### src/rtl/ws2811_frame_driver_if.sv
// Byte stream handshake into the WS2811 frame driver.
// The master drives data/valid and the driver returns ready.
interface ws2811_frame_driver_if;
    logic [7:0] in_data;
    logic       in_valid;
    logic       in_ready;

    modport master (output in_data, output in_valid, input in_ready);
    modport slave  (input in_data, input in_valid, output in_ready);
endinterface

### src/rtl/ws2811_frame_driver.sv
// WS2811/WS2812 strip driver: byte FIFO, frame sequencer, NRZ bit timing and latch gap.
//   state | meaning
//   IDLE  | line low, waiting for start
//   SEND  | shifting frame bytes out MSB first, one BIT_CYCLES period per bit
//   LATCH | line held low for RESET_CYCLES, frame_done on the last cycle
module ws2811_frame_driver #(
    parameter int N_LEDS       = 8,
    parameter int FIFO_DEPTH   = 64,
    parameter int BIT_CYCLES   = 125,
    parameter int T0H_CYCLES   = 40,
    parameter int T1H_CYCLES   = 80,
    parameter int RESET_CYCLES = 6000
) (
    input  logic                          clk,
    input  logic                          rst_n,
    ws2811_frame_driver_if.slave          in_if,
    input  logic                          start,
    output logic                          dout,
    output logic                          busy,
    output logic                          frame_done,
    output logic                          underrun,
    output logic [$clog2(FIFO_DEPTH):0]   fill_level
);

    localparam int AW          = $clog2(FIFO_DEPTH);
    localparam int CW          = AW + 1;
    localparam int FRAME_BYTES = 3 * N_LEDS;
    localparam int CCW         = $clog2(BIT_CYCLES);
    localparam int BCW         = $clog2(FRAME_BYTES > 1 ? FRAME_BYTES : 2);
    localparam int LCW         = $clog2(RESET_CYCLES > 1 ? RESET_CYCLES : 2);

    localparam logic [CCW-1:0] CC_LAST   = CCW'(BIT_CYCLES - 1);
    localparam logic [CCW-1:0] T0H       = CCW'(T0H_CYCLES);
    localparam logic [CCW-1:0] T1H       = CCW'(T1H_CYCLES);
    localparam logic [BCW-1:0] BYTE_LAST = BCW'(FRAME_BYTES - 1);
    localparam logic [LCW-1:0] LAT_LOAD  = LCW'(RESET_CYCLES - 1);
    localparam logic [CW-1:0]  FULL_LVL  = CW'(FIFO_DEPTH);

    typedef enum logic [1:0] {IDLE, SEND, LATCH} state_t;

    state_t         state, state_nxt;
    logic [7:0]     mem [FIFO_DEPTH];
    logic [AW-1:0]  wr_ptr, rd_ptr;
    logic [CW-1:0]  count, count_nxt;
    logic           in_ready_q;
    logic           push, pop, fifo_empty;
    logic [7:0]     head;

    logic [7:0]     sh, sh_nxt;
    logic [2:0]     bit_cnt, bit_nxt;
    logic [BCW-1:0] byte_cnt, byte_nxt;
    logic [CCW-1:0] cc, cc_nxt, th_nxt;
    logic [LCW-1:0] lat, lat_nxt;
    logic           complete, complete_nxt;
    logic           dout_d, underrun_d;

    assign push            = in_if.in_valid && in_ready_q;
    assign in_if.in_ready  = in_ready_q;
    assign fill_level      = count;
    assign fifo_empty      = (count == '0);
    assign head            = mem[rd_ptr];

    always_comb begin
        count_nxt = count;
        case ({push, pop})
            2'b10:   count_nxt = count + CW'(1);
            2'b01:   count_nxt = count - CW'(1);
            default: count_nxt = count;
        endcase
    end

    always_ff @(posedge clk) begin
        if (push) mem[wr_ptr] <= in_if.in_data;
    end

    always_ff @(posedge clk) begin
        if (!rst_n) begin
            state      <= IDLE;
            wr_ptr     <= '0;
            rd_ptr     <= '0;
            count      <= '0;
            in_ready_q <= 1'b1;
            sh         <= '0;
            bit_cnt    <= '0;
            byte_cnt   <= '0;
            cc         <= '0;
            lat        <= '0;
            complete   <= 1'b0;
            dout       <= 1'b0;
            underrun   <= 1'b0;
        end else begin
            state      <= state_nxt;
            if (push) wr_ptr <= wr_ptr + AW'(1);
            if (pop)  rd_ptr <= rd_ptr + AW'(1);
            count      <= count_nxt;
            in_ready_q <= (count_nxt != FULL_LVL);
            sh         <= sh_nxt;
            bit_cnt    <= bit_nxt;
            byte_cnt   <= byte_nxt;
            cc         <= cc_nxt;
            lat        <= lat_nxt;
            complete   <= complete_nxt;
            dout       <= dout_d;
            underrun   <= underrun_d;
        end
    end

    // The next byte is fetched on the last cycle of bit 0 so bytes abut with no gap.
    always_comb begin
        state_nxt    = state;
        sh_nxt       = sh;
        bit_nxt      = bit_cnt;
        byte_nxt     = byte_cnt;
        cc_nxt       = cc;
        lat_nxt      = lat;
        complete_nxt = complete;
        pop          = 1'b0;
        underrun_d   = 1'b0;
        case (state)
            IDLE: begin
                if (start) begin
                    if (!fifo_empty) begin
                        pop          = 1'b1;
                        sh_nxt       = head;
                        bit_nxt      = '0;
                        byte_nxt     = '0;
                        cc_nxt       = '0;
                        complete_nxt = 1'b0;
                        state_nxt    = SEND;
                    end else begin
                        underrun_d = 1'b1;
                    end
                end
            end
            SEND: begin
                if (cc == CC_LAST) begin
                    cc_nxt = '0;
                    if (bit_cnt != 3'd7) begin
                        sh_nxt  = {sh[6:0], 1'b0};
                        bit_nxt = bit_cnt + 3'd1;
                    end else if (byte_cnt == BYTE_LAST) begin
                        state_nxt    = LATCH;
                        lat_nxt      = LAT_LOAD;
                        complete_nxt = 1'b1;
                    end else if (fifo_empty) begin
                        state_nxt  = LATCH;
                        lat_nxt    = LAT_LOAD;
                        underrun_d = 1'b1;
                    end else begin
                        pop      = 1'b1;
                        sh_nxt   = head;
                        bit_nxt  = '0;
                        byte_nxt = byte_cnt + BCW'(1);
                    end
                end else begin
                    cc_nxt = cc + CCW'(1);
                end
            end
            LATCH: begin
                if (lat == '0) state_nxt = IDLE;
                else           lat_nxt   = lat - LCW'(1);
            end
            default: state_nxt = IDLE;
        endcase
    end

    // dout is registered from the next-cycle bit position to keep the line glitch-free.
    always_comb begin
        th_nxt     = sh_nxt[7] ? T1H : T0H;
        dout_d     = (state_nxt == SEND) && (cc_nxt < th_nxt);
        busy       = (state != IDLE);
        frame_done = (state == LATCH) && (lat == '0) && complete;
    end

endmodule

### src/flat_wrapper.sv
// flat-port wrapper written by rule: the top's interface ports become plain ports
module ws2811_frame_driver_flat 
#(
    parameter int N_LEDS       = 8,
    parameter int FIFO_DEPTH   = 64,
    parameter int BIT_CYCLES   = 125,
    parameter int T0H_CYCLES   = 40,
    parameter int T1H_CYCLES   = 80,
    parameter int RESET_CYCLES = 6000
)
  (clk, rst_n, start, dout, busy, frame_done, underrun, fill_level, in_if_in_data, in_if_in_valid, in_if_in_ready);
  ws2811_frame_driver_if in_if_i ();
  input  logic clk;
  input  logic rst_n;
  input  logic start;
  output logic dout;
  output logic busy;
  output logic frame_done;
  output logic underrun;
  output logic [$clog2(FIFO_DEPTH):0] fill_level;
  input wire logic [$bits(in_if_i.in_data)-1:0] in_if_in_data;
  input wire logic [$bits(in_if_i.in_valid)-1:0] in_if_in_valid;
  output wire logic [$bits(in_if_i.in_ready)-1:0] in_if_in_ready;
  assign in_if_i.in_data = in_if_in_data;
  assign in_if_i.in_valid = in_if_in_valid;
  assign in_if_in_ready = in_if_i.in_ready;
  ws2811_frame_driver #(.N_LEDS(N_LEDS), .FIFO_DEPTH(FIFO_DEPTH), .BIT_CYCLES(BIT_CYCLES), .T0H_CYCLES(T0H_CYCLES), .T1H_CYCLES(T1H_CYCLES), .RESET_CYCLES(RESET_CYCLES)) u_core (.clk(clk), .rst_n(rst_n), .in_if(in_if_i), .start(start), .dout(dout), .busy(busy), .frame_done(frame_done), .underrun(underrun), .fill_level(fill_level));
endmodule
### config.mk
export PLATFORM = sky130hd
export DESIGN_NAME = ws2811_frame_driver_flat
export DESIGN_NICKNAME = d
export VERILOG_FILES = /design/src/rtl/ws2811_frame_driver_if.sv /design/src/rtl/ws2811_frame_driver.sv /design/src/flat_wrapper.sv
export SDC_FILE = /design/constraint.sdc
export NUM_CORES = 1
export LEC_CHECK = 0
export ABC_AREA = 1
export BUFFER_PORTS_ARGS = -buffer_cell sky130_fd_sc_hd__clkbuf_2
export CAP_MARGIN = 20
export CORE_MARGIN = 5
export CORE_UTILIZATION = 40
export CTS_CLUSTER_DIAMETER = 150
export CTS_CLUSTER_SIZE = 40
export DETAILED_ROUTE_END_ITERATION = 6
export GPL_TIMING_DRIVEN = 0
export PLACE_DENSITY_LB_ADDON = 0.1
export SLEW_MARGIN = 5
export SYNTH_ARGS = -nofsm -noshare
export SYNTH_HDL_FRONTEND = slang
export SYNTH_SLANG_ARGS = --single-unit
### constraint.sdc
create_clock -name clk -period 4.1 [get_ports clk]
set_input_delay 0.205 -clock clk [delete_from_list [all_inputs] [get_ports clk]]
set_output_delay 0.205 -clock clk [all_outputs]
set_load 0.01 [all_outputs]
==> metrics.log <==
[metrics] outcome: completed
[metrics] Worst Setup Path Type: flop to flop
[metrics] WL/cell: around 28 µm
[metrics] placement-stage cell area: between 20,000 and 30,000 µm²
[metrics] Placeable Area: around 60,000 µm²
[metrics] proportion of layout cells with a drive suffix above 1: between 7 and 8%
[metrics] HPWL reported at the end of detailed placement: roughly 55,000 µm
[metrics] register area: ~17,000 µm²
[metrics] starting utilization of the core area: roughly two fifths
[metrics] Die Y-Extent: 254 µm
[metrics] number of top-level pins: 24
[metrics] final weighted congestion in routability-driven placement: about 0.98
[metrics] post-route design area: 25,700 µm²
[metrics] final slew viol count: 0
[metrics] number of antenna violations at the first check in global routing: 0
[metrics] drt total wl: 79,500 µm
[metrics] master of the slowest instance on the critical path: dfxtp_1
[metrics] syn_nets: approximately 2.1k
[metrics] die area: 64,300 µm²
[metrics] cell repeated most along the worst path: nand2_1
[metrics] type of destination of the critical path: flop
[metrics] Sink Count: 579
[metrics] yosys synthesis warning count: 0
[metrics] number of optimization iterations in the first detailed-route pass: 5
[metrics] power per cell area: ~560 nW/µm²
[metrics] Synth Register Bits: 579
[metrics] startpoint type of the worst setup path: flop
[metrics] area growth from synthesis to layout: 8.36%
[metrics] number of flops mapped to enable cells by yosys: just over 500
[metrics] # setup viols final: 0
[metrics] number of buffers added by the clock tree synthesis step: 18
[metrics] top flip-flop cell by instance count after synthesis: edfxtp_1
[metrics] footprint of the multi-input gates: roughly 6200 µm²
[metrics] gate count after technology mapping: roughly 2.0k
[metrics] WP data arrival: approximately 4200 ps
[metrics] residual overflow from global routing: 0
[metrics] mean area per synthesized cell: approximately 12 µm²
[metrics] class of the tightest hold or removal check: primary input to flop
[metrics] CTS tree: done
[metrics] sum of negative setup slack: 0 ps
[metrics] clock latency of the later-clocked register in the worst-skew pair: 590 ps
[metrics] Die W: ~250 µm
[metrics] minimum period implied by the final worst setup slack: between 3000 and 4000 ps
[metrics] slew of the pin with the lowest slew margin: 1200 ps
[metrics] filler cell count in the final layout: between 5k and 6k
[metrics] count of buffering cells on the critical path with inverters included: 6
[metrics] fin nets: approximately 2.1k
[metrics] max incr delay on CP: 460 ps
[metrics] pin count of the biggest net entering global routing: 65
[metrics] maximum fanout along the worst path: 10
[metrics] clock slew at reported path FFs: roughly 150 ps
[metrics] Post-synth ARST share: 0%
[metrics] register area share after synthesis: a little over two thirds
[metrics] vias in the first global route: approximately 15k
[metrics] maximum root-to-sink buffer count: 3
[metrics] count of different cell masters after synthesis: 50
[metrics] GRT Overall Usage: about a quarter
[metrics] number of standard-cell rows in the floorplan: ~90
[metrics] diodes inserted: 0
[metrics] Top delay family on crit path: simple AND/OR/NAND/NOR gates
[metrics] clock root cell: clkbuf_16
[metrics] # DRC: 0
[metrics] count of buffers inserted at the top-level ports: 23
[metrics] IR drop worst, VDD: roughly 360 µV
[metrics] CP required: around 4600 ps
[metrics] Max Cap Violations: 0
[metrics] initial detailed-routing violation count: 2,086
[metrics] post-route fraction of the period consumed by the critical path: roughly nine tenths
[metrics] wire length of the first global-routing pass: approximately 110,000 µm
[metrics] number of hold-slack violations in the final timing report: 0
[metrics] post-synth design cell area: 23,700 µm²
[metrics] total via count after detailed routing: 16.7k
[metrics] Worst Skew: about 33 ps
[metrics] setup slack at placement: between 70 and 80 ps
[metrics] Relative slew margins: between 10% and 20%
[metrics] antenna-violating nets left: 0
[metrics] Pleak: 8.37 nW
[metrics] setup repair after global routing missed its margin: no
[metrics] Cell Chain, Critical Path: inv_2, nor2_4, inv_1, nor2_4, nand3_1, nand2_4, nand2_1, buf_2, inv_2, ha_1, buf_2, xnor2_1, inv_1, ha_1, a21oi_2, o21ai_0, nand2_1, nand2_1, nand2_1, nor2_1, o211ai_1, o21ai_0, a21oi_1, nand3_1
[metrics] slack of the critical path: around 380 ps
[metrics] count of H-tree levels built during CTS: 1
[metrics] routed vias/inst: roughly 5.8
[metrics] top achievable clock speed: 269 MHz
==> cell usage after synthesis (16+ instances only) <==
cell	n	area [µm²]
nand3_1	102	510
o211ai_1	17	128
o21ai_0	303	1520
a21oi_1	49	245
buf_4	16	120
clkbuf_1	67	251
inv_1	74	278
nand2_1	169	634
o221ai_1	36	315
buf_2	32	160
o22ai_1	96	601
dfxtp_1	67	1340
nor2_1	382	1430
edfxtp_1	512	15400
==> placed cells by master (no fill, tap or decap), types with 6 or more instances in the layout <==
master     Yosys  layout
a21oi_1       49      48
a31oi_1        7       7
buf_2         32      32
buf_4         16      34
buf_6          2      10
clkbuf_1      67      79
clkbuf_16      0      19
clkbuf_2       0      18
dfxtp_1       67      66
edfxtp_1     512     512
ha_1          14      13
inv_1         74      72
inv_2          6       8
nand2_1      169     169
nand3_1      102     102
nor2_1       382     380
nor3_1        14      11
o211ai_1      17      17
o21ai_0      303     303
o221ai_1      36      36
o22ai_1       96      96
or2_1          6       6
xnor2_1        7       7
==> power by group <==
part	internal [W]	switching, W
Clock	0.000904	0.00175
Sequential	0.00653	0.000105
Combinational	0.00132	0.00385
==> sequential cells by signal, summed over array words and instances (netlist names), 2 cells and up, named ones only <==
signal             flops
u_core.fill_level      7
u_core.wr_ptr          6
u_core.cc              7
u_core.byte_cnt        5
u_core.state           2
u_core.bit_cnt         3
u_core.mem           512
u_core.rd_ptr          6
u_core.lat            13
u_core.sh              8
==> metrics by stage <==
step / total power, W / cells / utilization, % / hold slack [ps]
2_1_floorplan: 0.00955 / 2027 / - / 304
3_3_place_gp: 0.0118 / 2823 / 42.1 / 438
3_5_place_dp: 0.0119 / 2847 / 42.6 / 451
4_1_cts: 0.0145 / 2880 / 43.5 / 103
5_1_grt: 0.0151 / 2885 / 43.7 / 64.0
6_report: 0.0145 / 2885 / 43.7 / 84.0
==> layer usage <==
layer / track usage [%] / wire length [µm]
met1: 35.1 / 34400
met2: 38.7 / 36900
met3: 3.77 / 6320
met4: 4.97 / 1870
met5: 0 / 0
==> cell families (layout without fill, tap and decap cells) <==
kind of cell	count (synthesis)	count (layout)	share of synthesized area, %
flip-flops	579	579	70.4
AND/OR/NAND/NOR	704	704	12.4
adder cells (fa/ha/maj)	14	14	0.738
AO/OA/AOI/OAI	522	522	12.5
buffers and inverters	200	285	3.65
XOR/XNOR	8	8	0.295
==> final timing paths <==
check / startpoint / to / slack, ps / depth (start not counted)
setup reg to reg: u_core.state[0]$_SDFF_PN0_ / u_core.in_if.in_ready$_SDFF_PN1_ / 380 / 24
setup / recovery: u_core.state[0]$_SDFF_PN0_ / u_core.in_if.in_ready$_SDFF_PN1_ / 380 / 24
hold reg to reg: u_core.rd_ptr[5]$_SDFFE_PN0N_ / u_core.rd_ptr[5]$_SDFFE_PN0N_ / 470 / 1
hold / removal: in_if_in_data[7] / u_core.mem[58][7]$_DFFE_PP_ / 80 / 1
==> layout make-up <==
type                    instances  share of cell area (%)
repair buffers                 53                    1.67
multi-input cells            1248                    24.1
plain buffers                 118                    2.17
well taps                     773                    3.76
clock buffers                  31                    2.02
inverters                      82                    1.20
flip-flops and latches        579                    65.0
clock inverters                 1                   0.117
==> what timing repair did <==
action	4_1_cts	5_1_grt
setup endpoints to repair	0	4
setup buffers	0	0
hold buffers	1	0
gates resized for setup	0	8
hold endpoints to repair	2	0
==> worst reg2reg max path, stage by stage (launching register included) <==
cell and delay, ps:
dfxtp_1 460, inv_2 70, nor2_4 180, inv_1 170
nor2_4 170, nand3_1 140, nand2_4 140, nand2_1 110
buf_2 210, inv_2 130, ha_1 150, buf_2 190
xnor2_1 150, inv_1 60, ha_1 190, a21oi_2 140
o21ai_0 110, nand2_1 70, nand2_1 70, nand2_1 70
nor2_1 50, o211ai_1 220, o21ai_0 100, a21oi_1 170
nand3_1 90
No activity file was read; power rests on OpenSTA's default activity.
